File: src/rtl/skewed_input_buffer_if.sv
// Lane write/read handshake and status bundle for skewed_input_buffer.
// master drives writes, read and flush; slave returns data, valids and status.
interface skewed_input_buffer_if #(
    parameter int ROWS   = 4,
    parameter int DWIDTH = 8,
    parameter int DEPTH  = 16
);
    localparam int CW = $clog2(DEPTH + 1);

    logic                            flush;
    logic                            read;
    logic [ROWS-1:0]                 wr_en;
    logic [ROWS-1:0][DWIDTH-1:0]     i_data;
    logic [ROWS-1:0]                 o_valid;
    logic [ROWS-1:0][DWIDTH-1:0]     o_data;
    logic [ROWS-1:0]                 empty;
    logic [ROWS-1:0]                 full;
    logic [ROWS-1:0][CW-1:0]         count;
    logic                            busy;
    logic [ROWS-1:0]                 ovf_err;
    logic [ROWS-1:0]                 udf_err;

    modport master (
        output flush, read, wr_en, i_data,
        input  o_valid, o_data, empty, full, count, busy, ovf_err, udf_err
    );

    modport slave (
        input  flush, read, wr_en, i_data,
        output o_valid, o_data, empty, full, count, busy, ovf_err, udf_err
    );
endinterface

File: src/rtl/skewed_input_buffer.sv
// Per-row FIFOs feeding a systolic array; lane i reads i cycles after lane 0.
// Latency: 1 cycle from lane read strobe to o_valid/o_data.
// Backpressure: none; writes to a full lane are dropped (ovf_err), reads of an empty lane return zero (udf_err).
module skewed_input_buffer #(
    parameter int ROWS    = 4,
    parameter int DWIDTH  = 8,
    parameter int DEPTH   = 16,
    parameter int SKEW_EN = 1
) (
    input  logic                  clk,
    input  logic                  rstn,
    skewed_input_buffer_if.slave  bus
);
    localparam int AW = $clog2(DEPTH);
    localparam int CW = $clog2(DEPTH + 1);

    logic [ROWS-1:0]              rd;
    logic [ROWS-1:0]              rd_acc;
    logic [ROWS-1:0]              wr_acc;
    logic [ROWS-1:0]              stage;
    logic [AW-1:0]                wptr [ROWS];
    logic [AW-1:0]                rptr [ROWS];
    logic [CW-1:0]                cnt  [ROWS];
    logic [DWIDTH-1:0]            mem  [ROWS][DEPTH];
    logic [ROWS-1:0]              vld_q;
    logic [ROWS-1:0][DWIDTH-1:0]  dat_q;
    logic [ROWS-1:0]              ovf_q;
    logic [ROWS-1:0]              udf_q;

    // stage[i] holds lane i's delayed read strobe; stage[0] is never used and stays 0
    always_comb begin
        rd     = '0;
        rd_acc = '0;
        wr_acc = '0;
        rd[0]  = bus.read;
        for (int i = 1; i < ROWS; i++) begin
            rd[i] = (SKEW_EN != 0) ? stage[i] : bus.read;
        end
        for (int i = 0; i < ROWS; i++) begin
            rd_acc[i] = rd[i] && (cnt[i] != '0);
            wr_acc[i] = bus.wr_en[i] && ((cnt[i] != CW'(DEPTH)) || rd_acc[i]);
        end
    end

    always_ff @(posedge clk or negedge rstn) begin
        if (!rstn) begin
            stage <= '0;
        end else if (bus.flush) begin
            stage <= '0;
        end else begin
            stage[0] <= 1'b0;
            for (int i = 1; i < ROWS; i++) begin
                stage[i] <= (SKEW_EN != 0) && rd[i-1];
            end
        end
    end

    always_ff @(posedge clk or negedge rstn) begin
        if (!rstn) begin
            for (int i = 0; i < ROWS; i++) begin
                wptr[i] <= '0;
                rptr[i] <= '0;
                cnt[i]  <= '0;
            end
            vld_q <= '0;
            dat_q <= '0;
            ovf_q <= '0;
            udf_q <= '0;
        end else if (bus.flush) begin
            for (int i = 0; i < ROWS; i++) begin
                wptr[i] <= '0;
                rptr[i] <= '0;
                cnt[i]  <= '0;
            end
            vld_q <= '0;
            dat_q <= '0;
            ovf_q <= '0;
            udf_q <= '0;
        end else begin
            for (int i = 0; i < ROWS; i++) begin
                if (wr_acc[i]) wptr[i] <= wptr[i] + AW'(1);
                if (rd_acc[i]) rptr[i] <= rptr[i] + AW'(1);
                case ({wr_acc[i], rd_acc[i]})
                    2'b10:   cnt[i] <= cnt[i] + CW'(1);
                    2'b01:   cnt[i] <= cnt[i] - CW'(1);
                    default: cnt[i] <= cnt[i];
                endcase
                vld_q[i] <= rd_acc[i];
                dat_q[i] <= rd_acc[i] ? mem[i][rptr[i]] : '0;
                if (bus.wr_en[i] && !wr_acc[i]) ovf_q[i] <= 1'b1;
                if (rd[i] && (cnt[i] == '0))    udf_q[i] <= 1'b1;
            end
        end
    end

    // Storage is deliberately left out of reset; pointers alone define validity.
    always_ff @(posedge clk) begin
        for (int i = 0; i < ROWS; i++) begin
            if (wr_acc[i] && !bus.flush) mem[i][wptr[i]] <= bus.i_data[i];
        end
    end

    always_comb begin
        bus.count = '0;
        bus.empty = '0;
        bus.full  = '0;
        for (int i = 0; i < ROWS; i++) begin
            bus.count[i] = cnt[i];
            bus.empty[i] = (cnt[i] == '0);
            bus.full[i]  = (cnt[i] == CW'(DEPTH));
        end
        bus.o_valid = vld_q;
        bus.o_data  = dat_q;
        bus.ovf_err = ovf_q;
        bus.udf_err = udf_q;
        bus.busy    = (|stage) || (|vld_q);
    end
endmodule
File: src/flat_wrapper.sv
// flat-port wrapper written by rule: the top's interface ports become plain ports
module skewed_input_buffer_flat 
#(
    parameter int ROWS    = 4,
    parameter int DWIDTH  = 8,
    parameter int DEPTH   = 16,
    parameter int SKEW_EN = 1
)
  (clk, rstn, bus_flush, bus_read, bus_wr_en, bus_i_data, bus_o_valid, bus_o_data, bus_empty, bus_full, bus_count, bus_busy, bus_ovf_err, bus_udf_err);
  skewed_input_buffer_if #(.ROWS(ROWS), .DWIDTH(DWIDTH), .DEPTH(DEPTH)) bus_i ();
  input  logic clk;
  input  logic rstn;
  input wire logic [$bits(bus_i.flush)-1:0] bus_flush;
  input wire logic [$bits(bus_i.read)-1:0] bus_read;
  input wire logic [$bits(bus_i.wr_en)-1:0] bus_wr_en;
  input wire logic [$bits(bus_i.i_data)-1:0] bus_i_data;
  output wire logic [$bits(bus_i.o_valid)-1:0] bus_o_valid;
  output wire logic [$bits(bus_i.o_data)-1:0] bus_o_data;
  output wire logic [$bits(bus_i.empty)-1:0] bus_empty;
  output wire logic [$bits(bus_i.full)-1:0] bus_full;
  output wire logic [$bits(bus_i.count)-1:0] bus_count;
  output wire logic [$bits(bus_i.busy)-1:0] bus_busy;
  output wire logic [$bits(bus_i.ovf_err)-1:0] bus_ovf_err;
  output wire logic [$bits(bus_i.udf_err)-1:0] bus_udf_err;
  assign bus_i.flush = bus_flush;
  assign bus_i.read = bus_read;
  assign bus_i.wr_en = bus_wr_en;
  assign bus_i.i_data = bus_i_data;
  assign bus_o_valid = bus_i.o_valid;
  assign bus_o_data = bus_i.o_data;
  assign bus_empty = bus_i.empty;
  assign bus_full = bus_i.full;
  assign bus_count = bus_i.count;
  assign bus_busy = bus_i.busy;
  assign bus_ovf_err = bus_i.ovf_err;
  assign bus_udf_err = bus_i.udf_err;
  skewed_input_buffer #(.ROWS(ROWS), .DWIDTH(DWIDTH), .DEPTH(DEPTH), .SKEW_EN(SKEW_EN)) u_core (.clk(clk), .rstn(rstn), .bus(bus_i));
endmodule
File: config.mk
export PLATFORM = sky130hd
export DESIGN_NAME = skewed_input_buffer_flat
export DESIGN_NICKNAME = d
export VERILOG_FILES = /design/src/rtl/skewed_input_buffer_if.sv /design/src/rtl/skewed_input_buffer.sv /design/src/flat_wrapper.sv
export SDC_FILE = /design/constraint.sdc
export NUM_CORES = 1
export LEC_CHECK = 0
export BUFFER_PORTS_ARGS = -buffer_cell sky130_fd_sc_hd__buf_4
export CORE_UTILIZATION = 45
export CTS_CLUSTER_SIZE = 14
export DETAILED_ROUTE_END_ITERATION = 16
export PLACE_DENSITY = 0.71
export SLEW_MARGIN = 25
export SYNTH_ARGS = -nofsm -noshare
export SYNTH_HDL_FRONTEND = slang
export SYNTH_SLANG_ARGS = --single-unit
File: constraint.sdc
create_clock -name clk -period 3.5 [get_ports clk]
set_input_delay 0.7 -clock clk [delete_from_list [all_inputs] [get_ports clk]]
set_output_delay 0.7 -clock clk [all_outputs]
set_load 0.1 [all_outputs]
Word-level counts from Yosys, hierarchy flattened
Memory sizes are Yosys's and may differ from the RTL's.
Index checks and enable logic that the tools add are counted.
- register bits after elaboration: 100
- memory bits (writable): 512
- bits of input ports: 40
- output and inout bits: 73
- memories: 1
- memory list (name ; depth ; width ; read ports ; clocked after Yosys merged registers in ; wr ports ; line ; source):
    u_core.mem ; 4 ; 128 ; 4 ; 0 ; 4 ; skewed_input_buffer.sv:24 ; logic [DWIDTH-1:0] mem [ROWS][DEPTH];
- add/sub/neg operators: 16
- magnitude comparators: 12
- equality and inequality tests: 16
- muxes and demuxes: 60
- bitwise logic cells: 8
- reduce and logical (&&, ||, !) cells: 64
- operator list (cell ; count):
    128-bit 2-to-1 mux ; 4
    8-bit binary-select mux with 4-bit select ; 4
    8-bit demux with 4-bit select ; 4
    8-bit 2-to-1 mux ; 16
    4-bit 2-to-1 mux ; 12
    5-bit >= comparator (second input constant) ; 8
    4-bit NOT with 5-bit output ; 8
    5-bit case mux with 2 select lines ; 4
    4-bit by 1-bit adder with 4-bit output (second input constant) ; 8
    16-bit 2-to-1 mux ; 2
    32-bit 2-to-1 mux ; 1
    2-bit nonzero test ; 16
    1-bit logical AND ; 24
    5-bit by 1-bit adder with 5-bit output (second input constant) ; 4
    5-bit equality test (second input constant) ; 4
    5-bit zero test ; 4
    5-bit by 1-bit < comparator with 1-bit output (second input constant) ; 4
    20-bit 2-to-1 mux ; 1
    5-bit inequality test (second input constant) ; 4
    5-bit nonzero test ; 4
    5-bit by 1-bit subtractor with 5-bit output (second input constant) ; 4
    1-bit 2-to-1 mux ; 12
    3-bit nonzero test ; 4
    2-bit by 1-bit equality test with 1-bit output (second input constant) ; 4
    other kinds (4) ; 16

Depth between registers and ports, before layout
Gate-level depths: netlist of the first run.
- depth in word-level cells: 8
- depth in mapped cells: 10

Worst setup path after synthesis of the first run
No wires, ideal clock.
- kind: register to output
- start point: register u_core.cnt, in the netlist u_core.bus.count[6]
- end point: output bus_empty[1]
- data arrival time: 2.955 ns
- data required time: 2.800 ns
- setup slack: -0.155 ns
- cell stages (with the launch flop): 5
- cell sequence: dfrtp_1 > buf_6 > or4_4 > buf_6 > nor2_1
- cells in the longest elaborated chain, start to end: 1
- ends and longest elaborated chain (what ; line ; source):
    from (decl) ; skewed_input_buffer.sv:23 ; logic [CW-1:0] cnt [ROWS];
    from (signal, indexed assignment) ; skewed_input_buffer.sv:84 ; 2'b10: cnt[i] <= cnt[i] + CW'(1);
    from (signal, indexed assignment) ; skewed_input_buffer.sv:85 ; 2'b01: cnt[i] <= cnt[i] - CW'(1);
    from (signal, indexed assignment) ; skewed_input_buffer.sv:86 ; default: cnt[i] <= cnt[i];
    5-bit zero test ; skewed_input_buffer.sv:109 ; bus.empty[i] = (cnt[i] == '0);
    to (decl) ; flat_wrapper.sv:19 ; output wire logic [$bits(bus_i.empty)-1:0] bus_empty;
No other way between the ends.

Final worst setup path of the first run
- start point: register u_core.cnt, in the netlist u_core.bus.count[10]
- end point: output bus_empty[2]
Same word-level chain as after synthesis.

==> results by group, run 1 <==
Run status
  • Run status: finished clean

GRT
  • Total gr overflow: 0
  • Vias in the first global route: 13100
  • GR Util All Layers: 18.6%
  • Initial antenna violation count: 1
  • First-pass GRT wire length: 78.1 mm
  • Largest net degree at the start of global routing: 49

Timing
  • Fmax achieved: 0.314 GHz
  • Worst setup margin: 0.318 ns
  • Fin crit period: 3.18 ns
  • RSZ-0062 raised after global routing: no
  • Setup violations, final: 0
  • Final hold violation count: 0
  • Worst slew margin: a little under two fifths
  • Slew @ Worst Pin: 0.939 ns
  • Max Clock Skew: 0.0139 ns
  • TNS Setup: 0 ns
  • Period Utilization, post-route: between 90% and 100%
  • Slew Limit Fails: 0

Clock tree
  • CTS Hold Buffers Added: 0
  • Clock slew at reported path FFs: 0.06 ns
  • CTS HTree Levels: 2
  • Clock Sinks: about 610
  • Skew-Pair Late Insertion Delay: roughly 0.6 ns
  • Post-CTS setup buffers: 0
  • CTS tree: yes
  • Max clock buf depth: 3
  • Root Driver: clkbuf_16
  • Post-cts sizing count: 0
  • CTS buffer count: 61

Power and ir drop
  • PD cells: 648 nW/um^2
  • Static leakage: 9.64 nW
  • VDD IR max: approximately 0.00043 V
  • Tot Pwr: 0.0183 W

Floorplan
  • Die Ht: 236 um
  • Initial Util: 45.6%
  • Die Wd: between 200 and 250 um
  • Area of the die: about 55000 um^2
  • # IOs: 113
  • Row cnt: 85
  • CORE AREA: 53800 um^2

Setup path
  • Setup CP Type: flip-flop to output port
  • Worst Setup Start Kind: flip-flop
  • Crit path buffers/inverters: 2
  • Worst-path fanout max: 7
  • CP Capture Type: output port
  • CP arrival: 2.48 ns
  • WP data required: 2.80 ns
  • Crit path cell chain: nor4_1 > nand2_1 > inv_1 > buf_4
  • Critical Path Max Stage Delay: 0.53 ns
  • Crit-path leading delay family: simple AND/OR/NAND/NOR gates
  • Slowest cell on the critical path: nor4_1

Flow run
  • Max_cap viols: 0

Placed design
  • Port Buffers: roughly 110
  • GP Congestion: 0.861
  • Placed cell count: roughly 2200
  • Pre-CTS setup slack: between 0.4 and 0.5 ns
  • Dpl hpwl: 33.1 mm
  • DP Area: 26400 um^2

Routing
  • Drt via density: 5.54
  • DRT Pass-1 Iters: 5
  • Vias: approximately 13000
  • Iter 0 DRT Violations: 931
  • Post-route ant nets: 0
  • Drt total wl: 50.1 mm
  • DRC errors left: 0
  • WL/cell: 22.0 um

Synth
  • FF+latch count, synth: ~610
  • Synth area leader: edfxtp_1
  • Post-synth cell types: 44
  • Post-synth top area share: about 63%
  • Post-synth EDFFs: 512
  • Cell count after synthesis: 1376
  • Syn Nets: 1444
  • Sequential area share after synthesis: 72.7%
  • Syn avg cell area: 17.8 um^2
  • Synthesized area: 24500 um^2
  • YS warnings: 0
  • Ranking of synthesized cells by area: edfxtp_1, mux4_2, dfrtp_1, a211oi_1, nor2_1
  • FFs w/ async S/R, synth: 16.2%
  • Top_reg_cell synth: edfxtp_1

Finish
  • Commonest non-fill, non-tap cell in the layout: edfxtp_1
  • Commonest non-fill, non-tap cells in the layout: edfxtp_1, buf_4, mux4_2, nor2_1, dfrtp_1
  • Cell area after layout: 28300 um^2
  • Diodes inserted: 0
  • Layout net count: roughly 1600
  • Area Growth Syn to Fin: 15.4%
  • Fin cells: 2275
  • Share of cells above drive strength 1: 26.2%

Hold path
  • HP Class: input port to async pin
worst paths after layout:
kind                       slack (ns)                                 to                         startpoint  cells past startpoint
max                              0.32                       bus_empty[2]   u_core.bus.count[10]$_DFFE_PN0P_                      4
max reg2reg                      0.56   u_core.bus.count[14]$_DFFE_PN0P_   u_core.bus.count[10]$_DFFE_PN0P_                      9
min                              0.13         u_core.wptr[4]$_DFFE_PN0P_                               rstn                      1
min reg2reg                      0.50  u_core.bus.udf_err[1]$_DFFE_PN0P_  u_core.bus.udf_err[1]$_DFFE_PN0P_                      2
min in group clk                 0.38  u_core.bus.ovf_err[2]$_DFFE_PN0P_                       bus_wr_en[2]                      3
max in group asynchronous        2.59    u_core.bus.count[8]$_DFFE_PN0P_                               rstn                      2
synthesized netlist by cell type (2+ instances only):
cell      count
edfxtp_1    512
mux4_2      128
nor2_1      118
dfrtp_1      99
a211oi_1     70
clkbuf_1     47
nand2_1      47
mux2i_1      43
nor2b_1      37
a21oi_1      33
ha_1         28
inv_1        27
nand2b_1     19
nor3_1       19
o21ai_0      19
xor2_1       18
buf_2        17
or3_1        13
buf_1        12
xnor2_1      12
nand3_1      10
nor4_1        7
a31oi_1       6
or2_2         5
or4_1         4
o21a_1        3
o21ai_1       3
a21o_1        2
a22oi_1       2
buf_6         2
worst reg2reg max path, stage by stage (launching register included):
cell and delay, ns:
dfrtp_1 0.47, nor4_1 0.53, a21oi_1 0.31, xor2_1 0.23, ha_1 0.27, or3_1 0.33
a21oi_1 0.17, mux2i_1 0.10, or3_1 0.32, a21oi_1 0.15
sequential cells by signal, summed over array words and instances, names as in the netlist:
signal              cells
u_core.mem            512
u_core.bus.o_data      32
u_core.bus.count       20
u_core.rptr            16
u_core.wptr            16
u_core.bus.o_valid      4
u_core.bus.ovf_err      4
u_core.bus.udf_err      4
u_core.stage            3
per-layer routing:
metal / up-vias / GRT usage (%) / part of all wire [%]
met5: - / 0 / 0.016
met3: 93 / 3.71 / 5.3
met1: 6514 / 25.2 / 43
met4: 2 / 5.64 / 2.4
li1: 5691 / - / -
met2: 309 / 30.5 / 49
report_power, final:
| part | leakage, nW | internal (W) | switching, W | total (W) |
|---|---|---|---|---|
| clock | 0.938 | 0.00354 | 0.00271 | 0.00625 |
| sequential | 5.96 | 0.00809 | 0.000319 | 0.00841 |
| combinational | 2.74 | 0.00120 | 0.00248 | 0.00368 |
| total | 9.64 | 0.0128 | 0.00551 | 0.0183 |
cell families (layout without fill, tap and decap cells):
group,count (synthesis),after routing,share of synthesized area (%)
adders and majority gates,28,28,1.43
AOI/OAI and AO/OA,147,147,4.02
and+or+nand+nor,282,282,5.40
muxes,171,171,13.5
buffers and inverters,107,310,1.84
DFF,611,611,72.7
xor gates and xnor gates,30,30,1.07
final cells by class:
class / instances / area (um^2)
clock buffer: 75 / 1590
clock inverter: 40 / 339
fill: 4238 / 25500
inverter: 28 / 108
multi-input combinational: 658 / 6260
sequential: 611 / 17900
tap: 696 / 871
timing repair buffer: 167 / 1280
stage by stage:
stage	hold slack, ns	util (%)
2_1_floorplan	0.404	-
3_3_place_gp	0.485	49.0
3_5_place_dp	0.490	49.0
4_1_cts	0.145	52.6
5_1_grt	0.174	52.6
6_report	0.127	52.6
Note: power is estimated with default switching activity, not from simulation.
==> inputs of run 2 (changes only) <==
Settings changed: CORE_MARGIN set to 2, CORE_UTILIZATION 45 to 30, PLACE_DENSITY 0.71 to 0.55.
==> run 2 against run 1 <==
Effect of this change:
- global-route usage is 5.6 points lower
- via count barely moved
- register-to-register slack better by 0.11 ns
- clock skew grew 0.018 ns
- largest cell class unchanged
==> results by group, run 2 (synthesis results as in run 1) <==
Run status
  • Run status: finished clean

Placed design
  • GP Congestion: 0.754
  • DP Area: 26900 um^2
  • Pre-CTS setup slack: 0.513 ns
  • Port Buffers: 112
  • Dpl hpwl: 35.6 mm

GRT
  • Total gr overflow: 0
  • GR Util All Layers: 13.0%
  • Largest net degree at the start of global routing: 46
  • Initial antenna violation count: 0
  • Vias in the first global route: 13200
  • First-pass GRT wire length: 83.1 mm

Power and ir drop
  • PD cells: 659 nW/um^2
  • VDD IR max: 0.000671 V
  • Tot Pwr: ~0.019 W
  • Static leakage: 9.88 nW

Finish
  • Layout net count: 1619
  • Commonest non-fill, non-tap cell in the layout: edfxtp_1
  • Share of cells above drive strength 1: 26.7%
  • Area Growth Syn to Fin: 19.0%
  • Cell area after layout: 29200 um^2
  • Commonest non-fill, non-tap cells in the layout: edfxtp_1, buf_4, mux4_2, nor2_1, dfrtp_1
  • Max reg flops: 512

Timing
  • Slew Limit Fails: 0
  • Max Clock Skew: between 0.03 and 0.04 ns
  • Fin crit period: 3.02 ns
  • Worst slew margin: ~42%
  • Setup violations, final: 0
  • Fmax achieved: 0.331 GHz
  • Final hold violation count: 0
  • TNS Setup: 0 ns
  • Slew @ Worst Pin: 0.866 ns
  • RSZ-0062 raised after global routing: no
  • Worst setup margin: between 0.4 and 0.5 ns
  • Period Utilization, post-route: between 80 and 90%

Routing
  • DRT Pass-1 Iters: 4
  • Post-route ant nets: 0
  • Iter 0 DRT Violations: 780
  • Drt total wl: 54.1 mm
  • WL/cell: approximately 20 um
  • Drt via density: 4.72
  • DRC errors left: 0
  • Vias: 12600

Clock tree
  • Clock Sinks: 611
  • CTS HTree Levels: 3
  • Root Driver: clkbuf_16
  • Max clock buf depth: 3
  • Clock slew at reported path FFs: 0.06 ns
  • Post-cts sizing count: 0
  • CTS Hold Buffers Added: 0
  • CTS tree: yes
  • CTS buffer count: just over 70
  • Skew-Pair Late Insertion Delay: 0.61 ns
  • Post-CTS setup buffers: 0

Flow run
  • Max_cap viols: 0

Setup path
  • R2R setup slack: 0.67 ns
  • Setup CP Type: flip-flop to output port
  • CP arrival: 2.32 ns
  • CP Capture Type: output port
  • Worst-path fanout max: 8
  • Critical Path Max Stage Delay: about 0.55 ns
  • Slowest cell on the critical path: nor4_1
  • WP data required: between 2 and 3 ns
  • Worst Setup Start Kind: flip-flop
  • Crit path cell chain: nor4_1 > nand2_1 > inv_1 > buf_4

Hold path
  • HP Class: input port to async pin

Floorplan
  • Die Ht: just under 300 um
  • Row cnt: 104
  • # IOs: ~110
  • CORE AREA: about 81000 um^2
  • Initial Util: 30.4%
  • Area of the die: 84100 um^2
  • Die Wd: 290 um
==> run 2: cell count changes in the layout (fill, tap and decap cells not counted), moves of 2 or more <==
cell,change
nor3_2,-3
clkinvlp_4,-3
buf_4,+14
clkbuf_1,+6
nor3_1,+3
diode_2,+2
clkbuf_16,+13
inv_16,+3
inv_6,-3
clkinv_2,-4
==> run 2: metrics by stage <==
step                cells  hold slack (ns)  utilization [%]
CTS                  2665            0.149             36.1
floorplan            1376            0.404                -
finish               2667            0.152             36.1
global route         2665            0.190             36.1
detailed placement   2538            0.494             33.3
global placement     2538            0.483             33.3
==> run 2: critical path, delay by kind of cell, from the launching register on <==
| kind | cells | cell delay [ns] |
|---|---|---|
| buffers and inverters | 2 | 0.43 |
| flip-flops | 1 | 0.46 |
| AND/OR/NAND/NOR | 2 | 0.83 |
==> run 2: final cells by class <==
| cell class | count | area, um^2 |
|---|---|---|
| antenna | 2 | 5.00 |
| inverter | 28 | 108 |
| clock inverter | 33 | 330 |
| fill | 7501 | 51600 |
| timing repair buffer | 181 | 1380 |
| tap | 1060 | 1330 |
| multi-input combinational | 658 | 6250 |
| sequential | 611 | 17900 |
| clock buffer | 94 | 1940 |
==> run 2: layer usage <==
layer / GRT usage (%) / vias to the layer above / share of wire [%]
met3: 2.83 / 77 / 5.2
met1: 17.5 / 6483 / 45
met4: 4.45 / 0 / 2.2
met5: 0 / - / 0
met2: 20.7 / 277 / 47
li1: - / 5761 / -
==> run 2: power by group <==
part / switching, W / internal, W / leakage (nW)
registers: 0.000357 / 0.00809 / 5.96
logic: 0.00242 / 0.00120 / 2.81
clock network: 0.00293 / 0.00423 / 1.10
==> run 2: path summary, 6_finish.rpt <==
| kind | start | end | cells after the start |
|---|---|---|---|
| hold reg to reg | u_core.bus.udf_err[1]$_DFFE_PN0P_ | u_core.bus.udf_err[1]$_DFFE_PN0P_ | 2 |
| max in group asynchronous | rstn | u_core.bus.count[13]$_DFFE_PN0P_ | 2 |
| setup / recovery | u_core.bus.count[11]$_DFFE_PN0P_ | bus_empty[2] | 4 |
| hold / removal | rstn | u_core.bus.o_data[12]$_DFF_PN0_ | 1 |
| min in group clk | bus_wr_en[2] | u_core.bus.ovf_err[2]$_DFFE_PN0P_ | 3 |
| setup reg to reg | u_core.bus.count[16]$_DFFE_PN0P_ | u_core.bus.count[19]$_DFFE_PN0P_ | 9 |
